$ cat config.mk
export PLATFORM = sky130hd
export DESIGN_NAME = hook_catch_arbiter
export DESIGN_NICKNAME = d
export VERILOG_FILES = /design/src/rtl/hook_catch_arbiter.sv
export SDC_FILE = /design/constraint.sdc
export NUM_CORES = 1
export LEC_CHECK = 0
export ABC_CLOCK_PERIOD_IN_PS = 5300
export BUFFER_PORTS_ARGS = -buffer_cell sky130_fd_sc_hd__buf_2
export CORE_ASPECT_RATIO = 1.25
export CORE_MARGIN = 2
export CORE_UTILIZATION = 52
export DETAILED_ROUTE_END_ITERATION = 6
export GPL_TIMING_DRIVEN = 0
export PLACE_DENSITY = 0.85
export SETUP_SLACK_MARGIN = 0.02
export SLEW_MARGIN = 20
export SYNTH_ARGS = -nofsm -noshare
export SYNTH_HDL_FRONTEND = slang
export SYNTH_SLANG_ARGS = --single-unit
export TNS_END_PERCENT = 30
$ cat constraint.sdc
create_clock -name Clk -period 5.3 [get_ports Clk]
set_clock_uncertainty 0.1 [all_clocks]
set_input_delay 0.53 -clock Clk [delete_from_list [all_inputs] [get_ports Clk]]
set_output_delay 0.53 -clock Clk [all_outputs]
set_load 0.1 [all_outputs]
$ cat src/rtl/hook_catch_arbiter.sv
// Catch-ownership arbiter: decides which hook holds which collectible object and sequences hold, award and destroy.
// Optional forced-release timeout on a held object is enabled by defining CATCH_TIMEOUT_EN.
module hook_catch_arbiter #(
   parameter int NUM_OBJ       = 8,
   parameter int WEIGHT_W      = 3,
   parameter int VALUE_W       = 8,
   parameter int TICK_DIV      = 8000000,
   parameter int TIMEOUT_TICKS = 40
) (
   input  logic                        Clk,
   input  logic                        reset_n,
   input  logic                        is_new_game_start,
   input  logic [NUM_OBJ-1:0]          hit_l,
   input  logic [NUM_OBJ-1:0]          hit_r,
   input  logic                        hook_home_l,
   input  logic                        hook_home_r,
   input  logic                        is_explodel,
   input  logic                        is_exploder,
   input  logic [NUM_OBJ*WEIGHT_W-1:0] obj_weight,
   input  logic [NUM_OBJ*VALUE_W-1:0]  obj_value,
   output logic [NUM_OBJ-1:0]          grant_l,
   output logic [NUM_OBJ-1:0]          grant_r,
   output logic                        is_catchl,
   output logic                        is_catchr,
   output logic [NUM_OBJ-1:0]          destroy,
   output logic [2:0]                  drag_speed_l,
   output logic [2:0]                  drag_speed_r,
   output logic                        score_pulse_l,
   output logic                        score_pulse_r,
   output logic [VALUE_W-1:0]          score_value_l,
   output logic [VALUE_W-1:0]          score_value_r
);

   typedef enum logic [1:0] {IDLE = 2'd0, HOLD = 2'd1, AWARD = 2'd2} state_e;

   localparam int IDX_W = (NUM_OBJ > 1) ? $clog2(NUM_OBJ) : 1;

   function automatic logic [IDX_W-1:0] lowest_idx(input logic [NUM_OBJ-1:0] v);
      lowest_idx = {IDX_W{1'b0}};
      for (int i = NUM_OBJ - 1; i >= 0; i--) begin
         lowest_idx = v[i] ? IDX_W'(i) : lowest_idx;
      end
   endfunction

   // Heavier objects drag slower; anything at weight 5 or above crawls at 1 px/step.
   function automatic logic [2:0] speed_of(input logic [WEIGHT_W-1:0] w);
      speed_of = (w >= WEIGHT_W'(5)) ? 3'd1 : (3'd6 - 3'(w));
   endfunction

   state_e                 st_l_q, st_l_d, st_r_q, st_r_d;
   logic [NUM_OBJ-1:0]     grant_l_q, grant_l_d, grant_r_q, grant_r_d;
   logic [IDX_W-1:0]       idx_l_q, idx_l_d, idx_r_q, idx_r_d;
   logic [NUM_OBJ-1:0]     destroy_q, destroy_d;
   logic                   rr_last_q, rr_last_d;
   logic                   catch_l_q, catch_l_d, catch_r_q, catch_r_d;
   logic [2:0]             drag_l_q, drag_l_d, drag_r_q, drag_r_d;
   logic                   pulse_l_q, pulse_l_d, pulse_r_q, pulse_r_d;
   logic [VALUE_W-1:0]     val_l_q, val_l_d, val_r_q, val_r_d;

   logic [NUM_OBJ-1:0]     elig_l_s, elig_r_s;
   logic [IDX_W-1:0]       sel_l_s, sel_r_s;
   logic                   contend_s;
   logic                   tmo_l_s, tmo_r_s;
   logic [NUM_OBJ-1:0]     one_s;

   assign one_s     = {{(NUM_OBJ-1){1'b0}}, 1'b1};
   assign elig_l_s  = hit_l & ~destroy_q & ~grant_r_q;
   assign elig_r_s  = hit_r & ~destroy_q & ~grant_l_q;
   assign sel_l_s   = lowest_idx(elig_l_s);
   assign sel_r_s   = lowest_idx(elig_r_s);
   assign contend_s = (st_l_q == IDLE) && (st_r_q == IDLE) && (|elig_l_s) && (|elig_r_s) &&
                      (sel_l_s == sel_r_s);

`ifdef CATCH_TIMEOUT_EN
   localparam int PRE_W = (TICK_DIV > 1) ? $clog2(TICK_DIV) : 1;
   localparam int TCK_W = $clog2(TIMEOUT_TICKS + 1);

   logic [PRE_W-1:0] pre_l_q, pre_l_d, pre_r_q, pre_r_d;
   logic [TCK_W-1:0] tck_l_q, tck_l_d, tck_r_q, tck_r_d;

   // Prescaler and tick counters advance only in HOLD and sit at zero otherwise.
   always_comb begin
      pre_l_d = pre_l_q;
      tck_l_d = tck_l_q;
      pre_r_d = pre_r_q;
      tck_r_d = tck_r_q;
      if ((st_l_q != HOLD) || is_new_game_start) begin
         pre_l_d = '0;
         tck_l_d = '0;
      end else if (pre_l_q == PRE_W'(TICK_DIV - 1)) begin
         pre_l_d = '0;
         tck_l_d = tck_l_q + TCK_W'(1);
      end else begin
         pre_l_d = pre_l_q + PRE_W'(1);
      end
      if ((st_r_q != HOLD) || is_new_game_start) begin
         pre_r_d = '0;
         tck_r_d = '0;
      end else if (pre_r_q == PRE_W'(TICK_DIV - 1)) begin
         pre_r_d = '0;
         tck_r_d = tck_r_q + TCK_W'(1);
      end else begin
         pre_r_d = pre_r_q + PRE_W'(1);
      end
   end

   assign tmo_l_s = (st_l_q == HOLD) && (pre_l_q == PRE_W'(TICK_DIV - 1)) &&
                    (tck_l_q == TCK_W'(TIMEOUT_TICKS - 1));
   assign tmo_r_s = (st_r_q == HOLD) && (pre_r_q == PRE_W'(TICK_DIV - 1)) &&
                    (tck_r_q == TCK_W'(TIMEOUT_TICKS - 1));

   // Timeout counter registers.
   always_ff @(posedge Clk or negedge reset_n) begin
      if (!reset_n) begin
         pre_l_q <= '0;
         tck_l_q <= '0;
         pre_r_q <= '0;
         tck_r_q <= '0;
      end else begin
         pre_l_q <= pre_l_d;
         tck_l_q <= tck_l_d;
         pre_r_q <= pre_r_d;
         tck_r_q <= tck_r_d;
      end
   end
`else
   assign tmo_l_s = 1'b0;
   assign tmo_r_s = 1'b0;
`endif

   // Next-state and registered-output logic for both hook FSMs.
   always_comb begin
      st_l_d    = st_l_q;
      st_r_d    = st_r_q;
      grant_l_d = grant_l_q;
      grant_r_d = grant_r_q;
      idx_l_d   = idx_l_q;
      idx_r_d   = idx_r_q;
      destroy_d = destroy_q;
      pulse_l_d = 1'b0;
      pulse_r_d = 1'b0;
      val_l_d   = {VALUE_W{1'b0}};
      val_r_d   = {VALUE_W{1'b0}};

      // Under contention the hook that did not win last time takes the object.
      if (contend_s) begin
         rr_last_d = ~rr_last_q;
      end else begin
         rr_last_d = rr_last_q;
      end

      case (st_l_q)
         IDLE: begin
            if ((|elig_l_s) && !(contend_s && !rr_last_q)) begin
               st_l_d    = HOLD;
               grant_l_d = one_s << sel_l_s;
               idx_l_d   = sel_l_s;
            end else begin
               st_l_d = IDLE;
            end
         end
         HOLD: begin
            if (is_explodel) begin
               destroy_d[idx_l_q] = 1'b1;
               grant_l_d          = {NUM_OBJ{1'b0}};
               st_l_d             = IDLE;
            end else if (hook_home_l) begin
               st_l_d    = AWARD;
               pulse_l_d = 1'b1;
               val_l_d   = obj_value[idx_l_q*VALUE_W +: VALUE_W];
            end else if (tmo_l_s) begin
               grant_l_d = {NUM_OBJ{1'b0}};
               st_l_d    = IDLE;
            end else begin
               st_l_d = HOLD;
            end
         end
         AWARD: begin
            destroy_d[idx_l_q] = 1'b1;
            grant_l_d          = {NUM_OBJ{1'b0}};
            st_l_d             = IDLE;
         end
         default: begin
            grant_l_d = {NUM_OBJ{1'b0}};
            st_l_d    = IDLE;
         end
      endcase

      case (st_r_q)
         IDLE: begin
            if ((|elig_r_s) && !(contend_s && rr_last_q)) begin
               st_r_d    = HOLD;
               grant_r_d = one_s << sel_r_s;
               idx_r_d   = sel_r_s;
            end else begin
               st_r_d = IDLE;
            end
         end
         HOLD: begin
            if (is_exploder) begin
               destroy_d[idx_r_q] = 1'b1;
               grant_r_d          = {NUM_OBJ{1'b0}};
               st_r_d             = IDLE;
            end else if (hook_home_r) begin
               st_r_d    = AWARD;
               pulse_r_d = 1'b1;
               val_r_d   = obj_value[idx_r_q*VALUE_W +: VALUE_W];
            end else if (tmo_r_s) begin
               grant_r_d = {NUM_OBJ{1'b0}};
               st_r_d    = IDLE;
            end else begin
               st_r_d = HOLD;
            end
         end
         AWARD: begin
            destroy_d[idx_r_q] = 1'b1;
            grant_r_d          = {NUM_OBJ{1'b0}};
            st_r_d             = IDLE;
         end
         default: begin
            grant_r_d = {NUM_OBJ{1'b0}};
            st_r_d    = IDLE;
         end
      endcase

      if (is_new_game_start) begin
         st_l_d    = IDLE;
         st_r_d    = IDLE;
         grant_l_d = {NUM_OBJ{1'b0}};
         grant_r_d = {NUM_OBJ{1'b0}};
         idx_l_d   = {IDX_W{1'b0}};
         idx_r_d   = {IDX_W{1'b0}};
         destroy_d = {NUM_OBJ{1'b0}};
         rr_last_d = 1'b1;
         pulse_l_d = 1'b0;
         pulse_r_d = 1'b0;
         val_l_d   = {VALUE_W{1'b0}};
         val_r_d   = {VALUE_W{1'b0}};
      end else begin
         rr_last_d = rr_last_d;
      end

      catch_l_d = |grant_l_d;
      catch_r_d = |grant_r_d;
      drag_l_d  = (st_l_d == HOLD) ? speed_of(obj_weight[idx_l_d*WEIGHT_W +: WEIGHT_W]) : 3'd6;
      drag_r_d  = (st_r_d == HOLD) ? speed_of(obj_weight[idx_r_d*WEIGHT_W +: WEIGHT_W]) : 3'd6;
   end

   // State and output registers.
   always_ff @(posedge Clk or negedge reset_n) begin
      if (!reset_n) begin
         st_l_q    <= IDLE;
         st_r_q    <= IDLE;
         grant_l_q <= {NUM_OBJ{1'b0}};
         grant_r_q <= {NUM_OBJ{1'b0}};
         idx_l_q   <= {IDX_W{1'b0}};
         idx_r_q   <= {IDX_W{1'b0}};
         destroy_q <= {NUM_OBJ{1'b0}};
         rr_last_q <= 1'b1;
         catch_l_q <= 1'b0;
         catch_r_q <= 1'b0;
         drag_l_q  <= 3'd6;
         drag_r_q  <= 3'd6;
         pulse_l_q <= 1'b0;
         pulse_r_q <= 1'b0;
         val_l_q   <= {VALUE_W{1'b0}};
         val_r_q   <= {VALUE_W{1'b0}};
      end else begin
         st_l_q    <= st_l_d;
         st_r_q    <= st_r_d;
         grant_l_q <= grant_l_d;
         grant_r_q <= grant_r_d;
         idx_l_q   <= idx_l_d;
         idx_r_q   <= idx_r_d;
         destroy_q <= destroy_d;
         rr_last_q <= rr_last_d;
         catch_l_q <= catch_l_d;
         catch_r_q <= catch_r_d;
         drag_l_q  <= drag_l_d;
         drag_r_q  <= drag_r_d;
         pulse_l_q <= pulse_l_d;
         pulse_r_q <= pulse_r_d;
         val_l_q   <= val_l_d;
         val_r_q   <= val_r_d;
      end
   end

   assign grant_l       = grant_l_q;
   assign grant_r       = grant_r_q;
   assign is_catchl     = catch_l_q;
   assign is_catchr     = catch_r_q;
   assign destroy       = destroy_q;
   assign drag_speed_l  = drag_l_q;
   assign drag_speed_r  = drag_r_q;
   assign score_pulse_l = pulse_l_q;
   assign score_pulse_r = pulse_r_q;
   assign score_value_l = val_l_q;
   assign score_value_r = val_r_q;

endmodule

==> summary.md <==
| Metric | Value |
|---|---|
| Max layer used | met4 |
| Total gr overflow | 0 |
| Number of global-route vias before repair | 5,026 |
| Count of different cell masters after synthesis | 68 |
| Final setup viols | 0 |
| Tightest Pin Transition | about 0.84 ns |
| Clk_lat worst skew | 0.33 ns |
| Final hold vios | 0 |
| Synth Area per Inst | 10.0 sq um |
| CP max FO | 10 |
| Pwr dens | ~370 nW/um^2 |
| CTS H-Tree Depth | 3 |
| Diode count | 0 |
| Mapped Area | between 5000 and 6000 sq um |
| Yosys top cell by area | dfrtp_1 |
| # Max-Cap Violations | 0 |
| Final HPWL DP | 12.0 mm |
| CTS Buf Count | 9 |
| I/O Buffers | 159 |
| RSZ-0062 raised after global routing | false |
| Total GRT Usage | 30.7% |
| DR DRC count | 0 |
| Wire per inst | between 15 and 20 um |
| Critical Path RT | 5.45 ns |
| Drt first-iter violations | 390 |
| Minimum clock period | about 4.7 ns |
| Number of synthesized flops with an enable pin | 0 |
| Largest net degree at the start of global routing | 62 |
| Starting Density | 52.8% |
| Static Leak | between 2 and 3 nW |
| Commonest non-fill, non-tap cell in the layout | buf_2 |
| Top FF cell, synth | dfrtp_1 |
| RD Place Congestion | 0.937 |
| Commonest non-fill, non-tap cells in the layout | 158 x buf_2, 87 x nor2_1, 56 x dfrtp_1, 37 x mux4_2, 26 x nand2_1 |
| Top Ports | around 160 |
| Antenna Nets Post-Route | 0 |
| Crit-path slowest cell | a211oi_2 |
| Count of hold-fix buffers inserted at cts | 0 |
| Worst-path cell chain | or3b_1 -> nor3b_1 -> a211oi_2 -> xnor2_1 -> a21oi_1 -> o21ai_1 -> inv_2 -> a2111oi_0 -> nor4_1 -> ha_1 -> a211o_1 -> o31ai_2 |
| FF+latch count, synth | 61 |
| Worst vdd ir | ~350 uV |
| Met3 wire len | 1.19 mm |
| Worst Path Class, Setup | flop to flop |
| # resized after CTS | 0 |
| Height of the die | 114 um |
| Initial antenna violation count | 0 |
| Worst stage delay on the critical path | 0.71 ns |
| Status | finished, final reports clean |
| DP Cell Count | about 800 |
| Final core occ | 66.1% |
| Max-slew violation count | 0 |
| Fmax | around 210 MHz |
| Clock Path Buffers | 2 |
| # Post-CTS Setup Buffers | 0 |
| Fin Setup TNS | 0 ns |
| DR vias | 5,043 |
| Area added between synthesis and finish | 25.0% |
| Hold Path Class | primary input to async pin |
| Nets | 792 |
| Final Non-Filler Cells | 802 |
| Clock tree sinks | 61 |
| Share of cells above drive strength 1 | between 30% and 40% |
| Synth async-reset ratio | 100% |
| # fillers | 776 |
| Die area | 10,500 sq um |
| Core Box Area | 9510 sq um |
| Mapped Nets | between 600 and 700 |
| Metal-1 WL | 6.05 mm |
| Met2 wire length | slightly below 8 mm |
| Yosys warning count | 0 |
| Via/cell ratio | 6.29 |
| Synth Instances | 501 |
| DRT Wirelength | 15.7 mm |
| CP arrival | 4.87 ns |
| CTS tree | built |
| TritonRoute pass-1 iters | 5 |
| Largest cells by area after synthesis | dfrtp_1 28%, mux4_2 17%, nor2_1 6.5%, mux2i_1 5.0%, dfstp_2 2.6% |
| Worst setup SP type | flop |
| Final period utilization | 89.2% |
| Clock transition at the registers of the reported paths | 0.05 ns |
| Std-Cell Rows | 40 |
| DIE WIDTH | 91.9 um |
| Critical path capture point type | flop |
| Max transition margin | 43.5% |
| Final Power | 2.30 mW |
| Register area share after synthesis | 30.5% |
| Synth top area share | 27.9% |
| First-pass GRT wire length | 24.9 mm |
| CTS root buf | clkbuf_16 |
[area by class of cell]
cell class	instances	area (sq um)	share of cell area, %
clock buffers	11	243	3.86
multi-input cells	394	3320	52.8
clock inverters	5	58.8	0.936
flip-flops and latches	61	1530	24.4
well taps	126	158	2.51
inverters	25	93.8	1.49
plain buffers	21	78.8	1.25
repair buffers	159	798	12.7
[layer usage]
| layer | up-vias | track usage, % |
|---|---|---|
| met2 | 328 | 51.5 |
| met1 | 2400 | 38.2 |
| li1 | 2251 | - |
| met4 | 0 | 14.4 |
| met3 | 64 | 6.34 |
| met5 | - | 0 |
[power by group]
part           total [mW]  internal (mW)  switching [mW]
logic                1.14          0.385           0.759
registers           0.559          0.523          0.0366
clock network       0.593          0.377           0.216
total                2.30           1.28            1.01
[Yosys cell counts, types with 7 or more instances]
library cell,instances
clkbuf_1,14
mux2i_1,25
ha_1,10
buf_1,7
mux2_2,9
a22oi_1,16
nand2b_1,9
nor3b_2,10
dfrtp_1,56
nor2b_1,9
a21oi_1,23
nand3_1,12
nor2_1,87
nand2_1,26
mux4_2,37
o22ai_1,9
inv_1,22
[registers in the layout (all words and copies together) (netlist names)]
signal	flops
drag_speed_l	3
is_catchr	1
drag_speed_r	3
idx_l_q	3
score_pulse_l	1
score_pulse_r	1
destroy	8
is_catchl	1
score_value_r	8
grant_l	8
grant_r	8
st_r_q	2
score_value_l	8
idx_r_q	3
st_l_q	2
rr_last_q	1
[per-stage QoR]
step           setup slack, ns  hold WS, ns  cell area (sq um)
3_3_place_gp             0.656        0.430               5980
3_5_place_dp             0.596        0.436               5980
6_report                 0.573        0.173               6280
4_1_cts                  0.642        0.205               6280
5_1_grt                  0.337        0.238               6280
2_1_floorplan            0.939        0.134               5020
[worst paths after layout]
path                                 start         endpoint  slack (ns)  depth (start not counted)
worst min register to register   rr_last_q        rr_last_q        0.45                          2
min in group Clk                 rr_last_q        rr_last_q        0.45                          2
max in group asynchronous          reset_n       idx_r_q[1]        4.42                          1
worst max-delay path            destroy[4]  drag_speed_l[2]        0.57                         12
worst min-delay path               reset_n    score_pulse_r        0.17                          1
worst max register to register  destroy[4]  drag_speed_l[2]        0.57                         12
[kinds of logic (layout without fill, tap and decap cells)]
logic type	after synthesis	count (layout)	synth area share (%)
DFF	61	61	30.5
and+or+nand+nor	198	198	21.3
xor gates and xnor gates	6	6	1.20
adders and majority gates	10	10	2.49
AOI/OAI and AO/OA	108	108	17.2
buffers and inverters	46	221	3.44
muxes	72	72	23.9
[critical path, delay by kind of cell (launching register included)]
| family | cells | cell delay, ns |
|---|---|---|
| buffers and inverters | 1 | 0.15 |
| xor gates and xnor gates | 1 | 0.41 |
| and+or+nand+nor | 3 | 0.83 |
| DFF | 1 | 0.45 |
| adders and majority gates | 1 | 0.22 |
| AOI/OAI and AO/OA | 6 | 2.47 |
(Power assumes the default switching activity.)
